$ cat config.mk
export PLATFORM = sky130hd
export DESIGN_NAME = jk_target_counter
export DESIGN_NICKNAME = d
export VERILOG_FILES = /design/src/rtl/jk_cnt_pkg.sv /design/src/rtl/jk_ff_cell.sv /design/src/rtl/jk_target_counter.sv
export SDC_FILE = /design/constraint.sdc
export NUM_CORES = 1
export LEC_CHECK = 0
export ABC_AREA = 1
export CAP_MARGIN = 20
export CORE_UTILIZATION = 46
export DETAILED_ROUTE_END_ITERATION = 10
export PLACE_DENSITY = 0.74
export SYNTH_ARGS = -nofsm -noshare
export SYNTH_HDL_FRONTEND = slang
export SYNTH_SLANG_ARGS = --single-unit
$ cat constraint.sdc
create_clock -name clk -period 1.5 [get_ports clk]
set_input_delay 0.15 -clock clk [delete_from_list [all_inputs] [get_ports clk]]
set_output_delay 0.15 -clock clk [all_outputs]
set_load 0.02 [all_outputs]
$ cat src/rtl/jk_cnt_pkg.sv
// Shared types and JK excitation codes for the JK-cell target counter.
package jk_cnt_pkg;

  typedef enum logic [1:0] {
    ST_IDLE,
    ST_COUNT,
    ST_DONE
  } cnt_state_e;

  // {j, k} excitation codes
  localparam logic [1:0] JK_HOLD   = 2'b00;
  localparam logic [1:0] JK_RESET  = 2'b01;
  localparam logic [1:0] JK_SET    = 2'b10;
  localparam logic [1:0] JK_TOGGLE = 2'b11;

endpackage

$ cat src/rtl/jk_ff_cell.sv
// Single JK flip-flop with asynchronous active-high clear.
module jk_ff_cell
  import jk_cnt_pkg::*;
(
  input  logic clk,
  input  logic rst,
  input  logic j,
  input  logic k,
  output logic q,
  output logic qbar
);

  always_ff @(posedge clk or posedge rst) begin
    if (rst) begin
      q <= 1'b0;
    end else begin
      case ({j, k})
        JK_HOLD:   q <= q;
        JK_RESET:  q <= 1'b0;
        JK_SET:    q <= 1'b1;
        JK_TOGGLE: q <= ~q;
      endcase
    end
  end

  assign qbar = ~q;

endmodule

$ cat src/rtl/jk_target_counter.sv
// Up-counter built from JK cells: counts enabled cycles to a latched target,
// then clears to zero and pulses hit.
module jk_target_counter
  import jk_cnt_pkg::*;
#(
  parameter int WIDTH       = 4,
  parameter bit AUTO_RELOAD = 1'b0
) (
  input  logic             clk,
  input  logic             rst,
  input  logic             start,
  input  logic             abort,
  input  logic             en,
  input  logic [WIDTH-1:0] target,
  output logic [WIDTH-1:0] count,
  output logic             busy,
  output logic             hit,
  output logic             done
);

  cnt_state_e             state, state_next;
  logic [WIDTH-1:0]       tgt_q;
  logic [WIDTH-1:0]       qbar;
  logic [WIDTH-1:0]       carry;
  logic [WIDTH-1:0]       bit_eq;
  logic [WIDTH-1:0][1:0]  jk;
  logic                   match;
  logic                   clr_all;
  logic                   increment;
  logic                   load_tgt;
  logic                   fire_hit;

  always_comb begin
    state_next = state;
    clr_all    = 1'b0;
    load_tgt   = 1'b0;
    fire_hit   = 1'b0;
    increment  = 1'b0;
    case (state)
      ST_IDLE, ST_DONE: begin
        if (start) begin
          clr_all    = 1'b1;
          load_tgt   = 1'b1;
          state_next = ST_COUNT;
        end
      end
      ST_COUNT: begin
        // abort outranks both enable and the terminal-count match
        if (abort) begin
          clr_all    = 1'b1;
          state_next = ST_IDLE;
        end else if (en && match) begin
          clr_all    = 1'b1;
          fire_hit   = 1'b1;
          state_next = AUTO_RELOAD ? ST_COUNT : ST_DONE;
        end else if (en) begin
          increment  = 1'b1;
        end
      end
      default: state_next = ST_IDLE;
    endcase
  end

  genvar gi;
  generate
    for (gi = 0; gi < WIDTH; gi++) begin : g_bit
      if (gi == 0) begin : g_lsb
        assign carry[gi] = 1'b1;
      end else begin : g_upper
        assign carry[gi] = &count[gi-1:0];
      end

      // Equality per bit taken straight from the cell outputs
      assign bit_eq[gi] = tgt_q[gi] ? count[gi] : qbar[gi];

      assign jk[gi] = clr_all                  ? JK_RESET  :
                      (increment && carry[gi]) ? JK_TOGGLE : JK_HOLD;

      jk_ff_cell u_cell (
        .clk  (clk),
        .rst  (rst),
        .j    (jk[gi][1]),
        .k    (jk[gi][0]),
        .q    (count[gi]),
        .qbar (qbar[gi])
      );
    end
  endgenerate

  assign match = &bit_eq;

  always_ff @(posedge clk or posedge rst) begin
    if (rst) begin
      state <= ST_IDLE;
      tgt_q <= '0;
      hit   <= 1'b0;
    end else begin
      state <= state_next;
      hit   <= fire_hit;
      if (load_tgt) begin
        tgt_q <= target;
      end
    end
  end

  assign busy = (state == ST_COUNT);
  assign done = (state == ST_DONE);

endmodule

After elaboration in Yosys (flattened, before gate mapping)
Index checks and enable logic that the tools add are counted.
Widths: inputs -> output; s select.
{"block": "word_totals", "regBits": 11, "elab_cells": 72, "output_inout_bits": 7, "input_bits": 9}
{"block": "op_classes", "mux": 31, "n_eq_ne": 16, "n_bitwise": 4, "n_reduce_logical": 14}
{"operator": "$mux 2", "n": 11}
{"operator": "$eq 2x2->1 const B", "n": 9}
{"operator": "$mux 1", "n": 14}
{"operator": "$pmux 1 s3", "n": 4}
{"operator": "$eq 2x1->1 const B", "n": 5}
{"operator": "$logic_not 2->1", "n": 5}
{"operator": "$logic_and 1x1->1", "n": 4}
{"operator": "$not 1->1", "n": 4}
{"operator": "$pmux 2 s2", "n": 1}
{"operator": "$reduce_and 2->1", "n": 2}
{"operator": "$reduce_and 4->1", "n": 1}
{"operator": "$ne 3x2->1 const B", "n": 1}
{"operator": "$reduce_and 3->1", "n": 1}
{"operator": "$ne 2x2->1 const B", "n": 1}
{"operator": "$pmux 1 s2", "n": 1}
{"operator": "$reduce_or 2->1", "n": 1}

Depth between registers and ports, before layout
Gate-level depths: netlist of run 1.
{"block": "logic_depth", "ltp_word": 12, "depth_mapped": 10, "ltp_nobuf": 10}

Hierarchy
From an unflattened synthesis of run 1, not the netlist that was laid out.
{"block": "hier_totals", "cells_unflattened": 100, "hier_area_um2": 684.4}
{"mod": "jk_target_counter", "cells_each": 72, "area_per_inst_um2": 474.2, "instances": 1}
{"mod": "jk_ff_cell", "cells_each": 7, "area_per_inst_um2": 52.6, "instances": 4}

Worst setup path before layout of run 1
OpenSTA, ideal clock, no wires.
{"block": "synth_path", "path_type": "register to register", "from": "reg state[1]", "to": "reg g_bit[3].u_cell.q", "n_path_buf": 0, "required_ps": 1380, "stages_incl_launch_ff": 9, "path_slack_ps": 324, "t_arrival_ps": 1056, "path_cell_list": "dfrtp_1 nor2_4 nand2_4 nor2_8 nand3_2 nand2_1 nand2_1 inv_1 nor2_1"}
{"block": "synth_via", "elab_chain_len": 7}
{"element": "start, declared", "line": "jk_target_counter.sv:21", "source": "cnt_state_e state, state_next;"}
{"element": "start signal, assigned", "line": "jk_target_counter.sv:98", "source": "state <= state_next;"}
{"element": "$eq 2x1->1 *"}
{"element": "via busy", "line": "jk_target_counter.sv:16", "source": "output logic busy,"}
{"element": "$mux 1", "line": "jk_target_counter.sv:39", "source": "case (state)"}
{"element": "$logic_and 1x1->1", "line": "jk_target_counter.sv:77", "source": "(increment && carry[gi]) ? JK_TOGGLE : JK_HOLD;"}
{"element": "$mux 2", "line": "jk_target_counter.sv:77"}
{"element": "$mux 2 *", "line": "jk_target_counter.sv:76", "source": "assign jk[gi] = clr_all ? JK_RESET :"}
{"element": "$eq 2x2->1 or $eq 2x1->1 (tied branches)", "line": "jk_ff_cell.sv:17", "source": "case ({j, k})"}
{"element": "$pmux 1 s3", "line": "jk_ff_cell.sv:17"}
{"element": "end signal, assigned", "line": "jk_ff_cell.sv:18", "source": "JK_HOLD: q <= q;"}
{"element": "end signal, assigned", "line": "jk_ff_cell.sv:21", "source": "JK_TOGGLE: q <= ~q;"}
{"element": "end, declared", "line": "jk_ff_cell.sv:9", "source": "output logic q,"}
Mark *: on every way through the listed nets, which the timed path passes. The rest lies on a longest branch.
A chain may end at the register's enable or synchronous reset.

Final worst setup path of run 1
{"block": "layout_path", "from": "reg g_bit[1].u_cell.q", "to": "out count[1]"}
{"element": "start, declared", "line": "jk_ff_cell.sv:9"}
{"element": "start signal, assigned", "line": "jk_ff_cell.sv:18"}
{"element": "start signal, assigned", "line": "jk_ff_cell.sv:21"}
{"element": "end, declared", "line": "jk_target_counter.sv:15", "source": "output logic [WIDTH-1:0] count,"}
No word-level cell between the ends.

==> results of run 1 <==
## sequential cells by signal, summed over array words and instances (netlist names)
signal,flops
tgt_q,4
hit,1
state,2
g_bit.u_cell.q,4
## cell type report
class                           instances  area share [%]
Multi-Input combinational cell         54            34.1
Sequential cell                        11            34.0
Timing Repair Buffer                   15            18.5
Inverter                               17            7.87
Clock buffer                            4            3.24
Tap cell                               15            2.31
## cells by family after synthesis
family,after synthesis,synth area share (%)
AOI/OAI and AO/OA,6,5.04
DFF,11,42.6
buffers and inverters,21,14.5
and+or+nand+nor,48,37.8
## Yosys cell counts
cell and count:
nand2_1 27, nor2_4 2, nor2_8 1, buf_4 4
nand4_1 1, nor2_2 1, o31ai_1 1, nor2_1 10
nand2_4 1, dfrtp_1 11, inv_2 2, a21oi_1 4
nand3b_1 1, nand3_1 1, o21ai_0 1, inv_1 15
nand2_2 1, nand3_2 2
## per-layer routing
metal | up-vias | GRT usage (%)
li1 | 282 | -
met1 | 241 | 21.6
met2 | 12 | 32.0
met3 | 2 | 1.70
met4 | 0 | 10.3
met5 | - | 0
## power breakdown
group	internal [mW]	switching [mW]	total [mW]
Clock	0.103	0.105	0.208
Sequential	0.330	0.0228	0.353
Combinational	0.0805	0.126	0.207
## worst paths after layout
check,from,end,cells after the start
worst min-delay path,rst,tgt_q[1]$_DFFE_PP0P_,2
min in group clk,target[2],tgt_q[2]$_DFFE_PP0P_,3
max in group asynchronous,rst,tgt_q[2]$_DFFE_PP0P_,2
worst max-delay path,g_bit[1].u_cell.q$_DFFE_PP0P_,count[1],1
worst min register to register,state[0]$_DFFE_PP0P_,state[1]$_DFFE_PP0P_,1
worst max register to register,g_bit[0].u_cell.q$_DFFE_PP0P_,g_bit[3].u_cell.q$_DFFE_PP0P_,9
## stage by stage
| stage | hold slack, ns | std cells |
|---|---|---|
| after CTS | 0.185 | 116 |
| after global placement | 0.474 | 112 |
| after detailed placement | 0.475 | 112 |
| final | 0.162 | 116 |
| after floorplan | 0.00244 | 86 |
| after global routing | 0.206 | 116 |
## what timing repair did
item / CTS / global route
setup endpoints to repair: 2 / 1
resized for setup: 2 / 1
buffers inserted: 0 / 0
hold buffers: 0 / 0
==> flow_metrics.py, run 1 <==
metrics = {
    "worst_setup_path": {
        "critPathBufInv": 1,
        "crit_path_end_kind": "primary output",
        "max_stage_delay_ns": 0.62,
        "start_kind": "flip-flop",
        "crit_fanout": 4,
        "crit_path_top_delay_cell": "clkdlybuf4s50_1",
        "worstPathCellList": "clkdlybuf4s50_1",
        "critical_path.top_delay_family": "buffers and inverters",
        "crit_required_ns": 1.35,
        "r2r_slack_ns": 0.24,
        "arrival_ns": 1.28,
        "worstSetupPathType": "flip-flop to primary output",
    },
    "sta": {
        "setup_slack_ns": 0.0725,
        "max_slew_margin_pct": 71.6,
        "hold_viol": 0,
        "setup_tns_ns": 0,
        "rsz0062_at_grt": "false",
        "slew_violations": 0,
        "max_freq_mhz": 701,
        "fin_crit_sh_pct": 95.2,
        "setup_viol": 0,
        "worst_slew_pin_slew_ns": 0.426,
        "min_period_ns": 1.43,
        "finClkSkew_ns": 0.00303,
    },
    "routing": {
        "firstDrtPassIters": 4,
        "wl_met3_um": 37,
        "drt_iter0_drc": 16,
        "via_per_inst": 4.63,
        "drc": 0,
        "route.top_layer_used": "met4",
        "ant_nets": 0,
        "wl_met1_um": 500,
        "wl_per_cell_um": 10.3,
        "wl_met2_um": 642,
        "drt_wl_total_um": 1200,
        "vias": 537,
    },
    "clocking": {
        "clockBufferDepth": 2,
        "ctsRootBufferMaster": "clkbuf_4",
        "clk_latency_ns": 0.27,
        "ctsHtreeMaxLevel": 1,
        "clk_pin_slew_ns": 0.07,
        "cts_made_buffers": 3,
        "cts_tree": "built",
        "cts_sinks": 11,
    },
    "placed_design": {
        "dpl_cell_area_um2": 785,
        "place_congestion": 0.789,
        "place_ws_ns": 0.188,
        "port_buffers": 15,
        "place_hpwl_um": 919,
    },
    "synth": {
        "synthCells": 86,
        "synth.avg_cell_area_um2": 7.51,
        "syn_area_um2": 646,
        "yosysUniqueCellTypes": 18,
        "synthTopCellsByArea": "dfrtp_1, nand2_1, inv_1, nor2_1, buf_4",
        "synth_top_area_cell": "dfrtp_1",
        "synth-seq-area-share_pct": 42.6,
        "synth_seq_cells": 11,
        "syn_nets": 95,
        "synth_top_area_share_pct": 42.6,
        "yosysWarnings": 0,
    },
    "floorplanning": {
        "coreArea_um2": 1300,
        "dieArea_um2": 1560,
        "io_pins": 16,
        "die_w_um": 39.5,
        "die_h_um": 39.5,
        "rows": 13,
        "start_util_pct": 49.6,
    },
    "final_layout": {
        "post-route-util_pct": 62.3,
        "final_common_cell": "nand2_1",
        "drive_gt1_share_pct": 12.9,
        "multi_input_area_um2": 277,
        "nFillCells": 138,
        "seqCellArea_um2": 275,
        "syn_to_final_growth_pct": 25.6,
        "finalInstanceArea_um2": 811,
        "nets": 111,
        "antenna_cells": 0,
        "final_cell_mix": "nand2_1, inv_1, clkdlybuf4s50_1, dfrtp_1, nor2_1",
    },
    "run_status": {
        "outcome": "completed",
    },
    "global_routing": {
        "grt_max_degree": 12,
        "antenna_found_initial": 0,
        "grt_use_total_pct": 18.4,
        "grt_overflow": 0,
        "grt_pass1_wl_um": 1900,
        "grt_pass1_vias": 496,
    },
    "pwr": {
        "finalPower_mw": 0.767,
        "power.leakage_nw": 0.453,
        "power_density_nw_per_um2": 946,
        "ir_drop_mv": 0.566,
    },
    "worst_hold_path": {
        "hp-class": "input port to async pin",
    },
    "run": {
        "max_cap_violations": 0,
    },
}
Note: power is estimated with default switching activity, not from simulation.
==> run 2: changes to the inputs <==
--- a/config.mk
+++ b/config.mk
@@ -10,6 +10,7 @@
 export CORE_UTILIZATION = 46
 export DETAILED_ROUTE_END_ITERATION = 10
 export PLACE_DENSITY = 0.74
+export SLEW_MARGIN = 20
 export SYNTH_ARGS = -nofsm -noshare
 export SYNTH_HDL_FRONTEND = slang
 export SYNTH_SLANG_ARGS = --single-unit
==> results of run 2 <==
Final layout, timing and power as in run 1 (identical DEF).
